[config.mk]
export PLATFORM = sky130hd
export DESIGN_NAME = vga_timing_gen
export DESIGN_NICKNAME = d
export VERILOG_FILES = /design/src/rtl/vga_timing_gen.sv
export SDC_FILE = /design/constraint.sdc
export NUM_CORES = 1
export LEC_CHECK = 0
export ABC_AREA = 1
export CORE_MARGIN = 4
export CORE_UTILIZATION = 30
export DETAILED_ROUTE_END_ITERATION = 8
export HOLD_SLACK_MARGIN = 0.02
export PLACE_DENSITY = 0.52
export SETUP_SLACK_MARGIN = 0.05
export SYNTH_ARGS = -nofsm -noshare
export SYNTH_HDL_FRONTEND = slang
export SYNTH_SLANG_ARGS = --single-unit
[constraint.sdc]
create_clock -name clk_in -period 1.57 [get_ports clk_in]
set_clock_uncertainty 0.05 [all_clocks]
set_input_delay 0.157 -clock clk_in [delete_from_list [all_inputs] [get_ports clk_in]]
set_output_delay 0.157 -clock clk_in [all_outputs]
set_load 0.02 [all_outputs]
[src/rtl/vga_timing_gen.sv]
// rtl/vga_timing_gen.sv - VGA raster timing generator (pixel strobe, syncs, active flag, coordinates)
//
// Ports:
//   clk_in       board clock, the only clock in the block
//   i_rst        synchronous active-high reset
//   o_pix_stb    one-cycle pulse on each pixel advance
//   o_hs, o_vs   horizontal / vertical sync, asserted level SYNC_POL
//   o_active     current pixel lies in the visible area
//   o_x, o_y     current column / row, saturating at the last visible value in blanking
//   o_frame_end  one-cycle pulse on the final cycle of the last visible pixel
//
// Every output is registered from the next-state counter values, so the outputs
// always describe the counters of the same cycle.

module vga_timing_gen #(
  parameter int   PIX_DIV  = 2,
  parameter int   H_ACTIVE = 640,
  parameter int   H_FP     = 16,
  parameter int   H_SYNC   = 96,
  parameter int   H_BP     = 48,
  parameter int   V_ACTIVE = 480,
  parameter int   V_FP     = 10,
  parameter int   V_SYNC   = 2,
  parameter int   V_BP     = 33,
  parameter logic SYNC_POL = 1'b0
) (
  input  logic       clk_in,
  input  logic       i_rst,
  output logic       o_pix_stb,
  output logic       o_hs,
  output logic       o_vs,
  output logic       o_active,
  output logic [9:0] o_x,
  output logic [8:0] o_y,
  output logic       o_frame_end
);

  localparam int H_TOTAL  = H_ACTIVE + H_FP + H_SYNC + H_BP;
  localparam int V_TOTAL  = V_ACTIVE + V_FP + V_SYNC + V_BP;
  localparam int HS_START = H_ACTIVE + H_FP;
  localparam int HS_END   = HS_START + H_SYNC;
  localparam int VS_START = V_ACTIVE + V_FP;
  localparam int VS_END   = VS_START + V_SYNC;

  localparam logic [1:0] DIV_LAST = 2'(PIX_DIV - 1);
  localparam logic [9:0] H_LAST   = 10'(H_TOTAL - 1);
  localparam logic [9:0] V_LAST   = 10'(V_TOTAL - 1);
  localparam logic [9:0] X_MAX    = 10'(H_ACTIVE - 1);
  localparam logic [8:0] Y_MAX    = 9'(V_ACTIVE - 1);

  logic [1:0] div_cnt, div_nxt;
  logic [9:0] h_cnt, h_nxt;
  logic [9:0] v_cnt, v_nxt;
  // High for the first cycle after reset; the divider holds at 0 for that
  // cycle so the first strobe lands PIX_DIV cycles after reset is released.
  logic       restart;

  logic       stb_nxt, hs_nxt, vs_nxt, active_nxt, fe_nxt;
  logic       h_vis, v_vis;
  logic [9:0] x_nxt;
  logic [8:0] y_nxt;

  // Counter advance; the registered strobe doubles as the advance enable.
  always_comb begin
    div_nxt = div_cnt;
    h_nxt   = h_cnt;
    v_nxt   = v_cnt;
    if (o_pix_stb) begin
      div_nxt = '0;
      if (h_cnt == H_LAST) begin
        h_nxt = '0;
        if (v_cnt == V_LAST) begin
          v_nxt = '0;
        end else begin
          v_nxt = v_cnt + 10'd1;
        end
      end else begin
        h_nxt = h_cnt + 10'd1;
      end
    end else if (!restart) begin
      div_nxt = div_cnt + 2'd1;
    end
  end

  // Output decode of the next counter values.
  always_comb begin
    h_vis      = int'(h_nxt) < H_ACTIVE;
    v_vis      = int'(v_nxt) < V_ACTIVE;
    stb_nxt    = (div_nxt == DIV_LAST);
    active_nxt = h_vis && v_vis;
    x_nxt      = h_vis ? h_nxt : X_MAX;
    y_nxt      = v_vis ? v_nxt[8:0] : Y_MAX;
    hs_nxt     = (int'(h_nxt) >= HS_START && int'(h_nxt) < HS_END) ? SYNC_POL : ~SYNC_POL;
    vs_nxt     = (int'(v_nxt) >= VS_START && int'(v_nxt) < VS_END) ? SYNC_POL : ~SYNC_POL;
    fe_nxt     = stb_nxt && (h_nxt == X_MAX) && (int'(v_nxt) == V_ACTIVE - 1);
  end

  always_ff @(posedge clk_in) begin
    if (i_rst) begin
      restart     <= 1'b1;
      div_cnt     <= '0;
      h_cnt       <= '0;
      v_cnt       <= '0;
      o_pix_stb   <= 1'b0;
      o_hs        <= ~SYNC_POL;
      o_vs        <= ~SYNC_POL;
      o_active    <= 1'b1;
      o_x         <= '0;
      o_y         <= '0;
      o_frame_end <= 1'b0;
    end else begin
      restart     <= 1'b0;
      div_cnt     <= div_nxt;
      h_cnt       <= h_nxt;
      v_cnt       <= v_nxt;
      o_pix_stb   <= stb_nxt;
      o_hs        <= hs_nxt;
      o_vs        <= vs_nxt;
      o_active    <= active_nxt;
      o_x         <= x_nxt;
      o_y         <= y_nxt;
      o_frame_end <= fe_nxt;
    end
  end

endmodule

[Yosys cells after proc, flatten, opt, wreduce, memory -nomap -nowiden]
Cells that the tools add are included.
Word-level totals
  register bits after elaboration: 47
  bits of input ports: 2
  output and inout bits: 24
Cells by class
  add/sub/neg operators: 3
  magnitude comparators: 6
  eq/ne operators: 5
  mux-type cells: 12
  bitwise gates (word level): 2
  reduce and logical (&&, ||, !) cells: 7
Operators by type and width (number)
  10-bit two-way mux: 6
  10-bit == test, second input constant: 4
  10-bit by 1-bit adder with 10-bit output, second input constant: 2
  10-bit less-than comparator, second input constant: 2
  10-bit by 9-bit less-than comparator with 1-bit output, second input constant: 2
  10-bit greater-or-equal comparator, second input constant: 1
  10-bit by 9-bit greater-or-equal comparator with 1-bit output, second input constant: 1
  9-bit two-way mux: 1
  1-bit logical AND: 5
  2-bit two-way mux: 2
  2-bit OR reduction: 2
  1-bit two-way mux: 3
  2-bit by 1-bit adder with 2-bit output, second input constant: 1
  2-bit by 1-bit == test with 1-bit output, second input constant: 1
  1-bit NOT: 2

[Logic depth before layout (Yosys ltp)]
  depth in word-level cells: 7
  mapped depth: 14
  mapped depth without buffers: 14

[Worst setup path after synthesis]
Ideal clock, no wire load.
  path type: reg2reg
  start: register h_cnt[0]
  end: register o_y[0]
  setup time: 0.114 ns
  arrival time: 1.545 ns
  required time: 1.406 ns
  path slack: -0.139 ns
  cell stages (with the launch flop): 12
  path buffers: 0
  period minus slack after synthesis: 1.709 ns
  cells stage by stage: dfxtp_1 -> ha_1 -> nand2_1 -> nor2_4 -> nand3_4 -> nor2_1 -> nand4_1 -> nand3_2 -> inv_1 -> o21bai_4 -> nand2_4 -> nand2_1
Between the ends
  longest elaborated chain between the ends: 5
Ends and longest elaborated chain
  start: declaration: RTL line 52  | logic [9:0] h_cnt, h_nxt;
  start signal: assignment: RTL line 114  | h_cnt <= h_nxt;
  10-bit == test (*): RTL line 70  | if (h_cnt == H_LAST) begin
  10-bit two-way mux (*): RTL line 70
  10-bit two-way mux (*): RTL line 68  | if (o_pix_stb) begin
  10-bit by 9-bit less-than comparator with 1-bit output: RTL line 88  | v_vis = int'(v_nxt) < V_ACTIVE;
  9-bit two-way mux (*): RTL line 92  | y_nxt = v_vis ? v_nxt[8:0] : Y_MAX;
  end signal: assignment: RTL line 121  | o_y <= y_nxt;
  end: declaration: RTL line 34  | output logic [8:0] o_y,
Mark *: on every way between the ends. The rest lies on a longest branch, timed or not.
A chain may end at the register's enable or synchronous reset.

[Worst setup path after layout]
  start: register h_cnt[0]
  end: register o_active
Between the ends
  longest elaborated chain between the ends: 5
  elaborated cells between the ends (all ways): 9
Ends and longest elaborated chain
  10-bit by 1-bit adder with 10-bit output / 10-bit == test (equally long branches): RTL line 78, 70
  10-bit two-way mux: RTL line 70
  10-bit two-way mux: RTL line 68
  10-bit less-than comparator / 10-bit by 9-bit less-than comparator with 1-bit output (equally long branches): RTL line 87, 88
  1-bit logical AND (*): RTL line 90  | active_nxt = h_vis && v_vis;
  end signal: assignment: RTL line 119  | o_active <= active_nxt;
  end: declaration: RTL line 32  | output logic o_active,
Marked as above.

==> results.py <==
metrics = {
    "yosys": {
        "yosys_warnings": 0,
        "synth_edf_count": 0,
        "netlist_instances": 315,
        "async_flop_share": 0,
        "ys_types": 29,
        "yosys_register_bits": 47,
        "synth_ff_type": "dfxtp_1",
        "netlist_area_um2": 2240,
        "synth_top_area_share": 0.419,
        "synth_nets": 320,
        "synth_top_area_cell": "dfxtp_1",
        "synthTopCellsByArea": "dfxtp_1 42%, nand2_1 13%, nor2_1 8.5%, inv_1 7.5%, nand3_1 5.4%",
        "avgSynthCellArea_um2": 7.12,
        "seq_area_frac_synth": 0.419,
    },
    "worst_hold_path": {
        "min_path_cells": 1,
        "hold_start": "div_cnt[1]",
        "hold_end": "o_pix_stb",
        "hp-class": "flip-flop to flip-flop",
    },
    "critical_path": {
        "slowest_stage": "dfxtp_2",
        "worstSetupEndpointType": "flip-flop",
        "start_kind": "flip-flop",
        "critPathMaxFanout": 6,
        "rr_endpoint": "o_active",
        "r2r_start": "h_cnt[0]",
        "slowest_delay_ns": 0.36,
        "worst_ep_arrival_time_ns": 2.03,
        "crit_chain": "ha_4 > nand2_2 > nor2_4 > buf_6 > nand4_1 > nor2_2 > buf_4 > nor2_2 > nor2_4 > o21ai_4 > buf_12 > nand3_1 > nand2_1",
        "rrSetupSlack_ns": -0.32,
        "path_buf_inv": 3,
        "r2r_cells": 13,
        "required_ns": 1.71,
        "crit_family": "simple AND/OR/NAND/NOR gates",
        "setup.worst_path.class": "flip-flop to flip-flop",
    },
    "placed_design": {
        "routabilityCongestion": 0.880,
        "placed_cells": 495,
        "dp_hpwl_mm": 4.60,
        "numPortBuffers": 25,
        "pre_cts_ws_ns": -0.365,
    },
    "timing": {
        "setup_ws_ns": -0.324,
        "drv_slew": 0,
        "hold_slack_ns": 0.384,
        "fin_crit_sh": 1.21,
        "fmax_mhz": 528,
        "post-route-min-period_ns": 1.89,
        "slew-limit-headroom": 0.769,
        "rsz0062_at_grt": "yes",
        "worstMarginPinSlew_ns": 0.347,
        "finalHoldViolCount": 0,
        "setup_viol": 32,
    },
    "clock_tree": {
        "htreeDepth": 2,
        "ctsHoldBuffers": 0,
        "cts_buffers": 5,
        "clock-sinks": 47,
        "cts.clk_slew.worst_paths_ns": 0.09,
        "clock_latency_ns": 0.30,
        "cts_tree": "done",
        "cts_buffer_depth": 2,
        "clk_root_buffer_cell": "clkbuf_8",
    },
    "grt": {
        "grt_max_degree": 15,
        "grt_pass1_vias": 2182,
        "grt_pass1_wl_mm": 10.3,
        "grt-ovfl-total": 0,
        "antenna_found_initial": 0,
        "grt.total_usage": 0.146,
    },
    "floorplanning": {
        "core-area_um2": 7250,
        "dieArea_um2": 8930,
        "die_w_um": 94.5,
        "start_util": 0.309,
        "die_y_um": 94.5,
        "num_rows": 31,
        "ios": 26,
    },
    "cells_and_area": {
        "n_antenna_cell": 0,
        "drive_gt1_frac": 0.426,
        "fin_cells": 517,
        "nets": 422,
        "synthToLayoutAreaGrowth_pct": 58.6,
    },
    "routing": {
        "avgRoutedWirePerCell_um": 12.0,
        "dr.first_iter.drc_count": 135,
        "drc": 0,
        "finalWirelength_mm": 6.22,
        "via_per_inst": 4.44,
        "antenna_left": 0,
        "num_vias": 2297,
        "drt_first_pass_iters": 4,
    },
    "outcome": {
        "status": "complete, but fails checks",
        "failed_checks": "negative setup slack",
    },
    "run": {
        "drv_cap": 0,
    },
    "power": {
        "worst_ir_drop_vdd_v": 0.000359,
        "power_density_nw_per_um2": 608,
        "p_leak_nw": 1.54,
    },
}
==> worst max path at each step <==
stage                         from     endpoint  slack, ns  cells after the start
after floorplan           h_cnt[1]       o_y[3]      -0.06                     13
after global placement    h_cnt[1]  o_frame_end      -0.40                     13
after detailed placement  h_cnt[1]  o_frame_end      -0.37                     13
after CTS                 h_cnt[0]  o_frame_end      -0.25                     12
after global routing      h_cnt[0]     o_active      -0.42                     13
final                     h_cnt[0]     o_active      -0.32                     13
==> cell type report <==
type / count / area [um2]
fillers: 713 / 3700
clock inverters: 2 / 12.5
clock buffers: 6 / 72.6
multi-input cells: 215 / 1340
flip-flops and latches: 47 / 955
repair buffers: 100 / 870
well taps: 99 / 124
inverters: 48 / 180
==> sequential cells by signal, summed over array words and instances, names as in the netlist <==
name / flops
o_frame_end: 1
o_x: 10
h_cnt: 10
o_vs: 1
o_hs: 1
o_y: 9
o_active: 1
v_cnt: 10
div_cnt: 2
restart: 1
o_pix_stb: 1
==> metrics by stage <==
step	setup TNS (ns)	utilization	power, W	cell area, um2
2_1_floorplan	-0.563	-	0.00135	2270
3_3_place_gp	-5.31	0.423	0.00143	3070
3_5_place_dp	-4.86	0.423	0.00144	3070
4_1_cts	-4.93	0.463	0.00219	3360
5_1_grt	-9.71	0.490	0.00228	3560
6_report	-5.55	0.490	0.00216	3560
==> cell families after synthesis <==
family	after synthesis	synth area share
AND/OR/NAND/NOR	190	0.400
adder cells (fa/ha/maj)	3	0.0167
buffers and inverters	53	0.0954
flip-flops	47	0.419
AO/OA/AOI/OAI	21	0.0641
XOR/XNOR	1	0.00390
==> placed cells by master, fill, tap and decap left out, types with 4 or more instances in the layout <==
master / netlist / final
buf_4: 0 / 62
nand2_1: 76 / 60
inv_1: 45 / 38
dfxtp_1: 47 / 36
nor2_1: 51 / 34
clkdlybuf4s50_1: 0 / 24
nand2_2: 7 / 18
nand3_1: 24 / 17
nor2_2: 4 / 15
buf_6: 2 / 12
nor2_4: 5 / 11
nand4_1: 11 / 11
dfxtp_2: 0 / 11
inv_2: 3 / 10
nand3_2: 2 / 8
nand2_4: 1 / 6
clkbuf_8: 0 / 5
a21oi_2: 1 / 4
==> synthesized netlist by cell type, types with 2 or more instances <==
| cell | number |
|---|---|
| nor2_2 | 4 |
| nand3_2 | 2 |
| dfxtp_1 | 47 |
| nor3_1 | 5 |
| o21ai_0 | 6 |
| nand4_1 | 11 |
| a21oi_1 | 6 |
| nand2_2 | 7 |
| inv_2 | 3 |
| buf_6 | 2 |
| nor2_1 | 51 |
| clkbuf_1 | 3 |
| inv_1 | 45 |
| nor2_4 | 5 |
| nand3_1 | 24 |
| o21bai_1 | 3 |
| o21ai_1 | 2 |
| nand2_1 | 76 |
| ha_1 | 3 |
==> per-layer routing <==
layer | GRT usage | vias up | part of all wire
li1 | - | 1192 | -
met1 | 0.206 | 1056 | 0.48
met2 | 0.220 | 41 | 0.46
met3 | 0.0303 | 8 | 0.036
met4 | 0.0493 | 0 | 0.024
met5 | 0 | - | 0
==> what timing repair did <==
item	CTS	global route
resized for setup	51	41
endpoints found under the setup margin	39	41
setup buffers	8	6
pin swaps	24	10
==> where the power goes <==
group | internal, W | total [W] | switching [W] | leakage, nW
combinational | 0.0000924 | 0.000213 | 0.000120 | 1.11
sequential | 0.00121 | 0.00122 | 0.0000118 | 0.386
clock | 0.000312 | 0.000725 | 0.000413 | 0.0412
No activity file was read; power rests on OpenSTA's default activity.
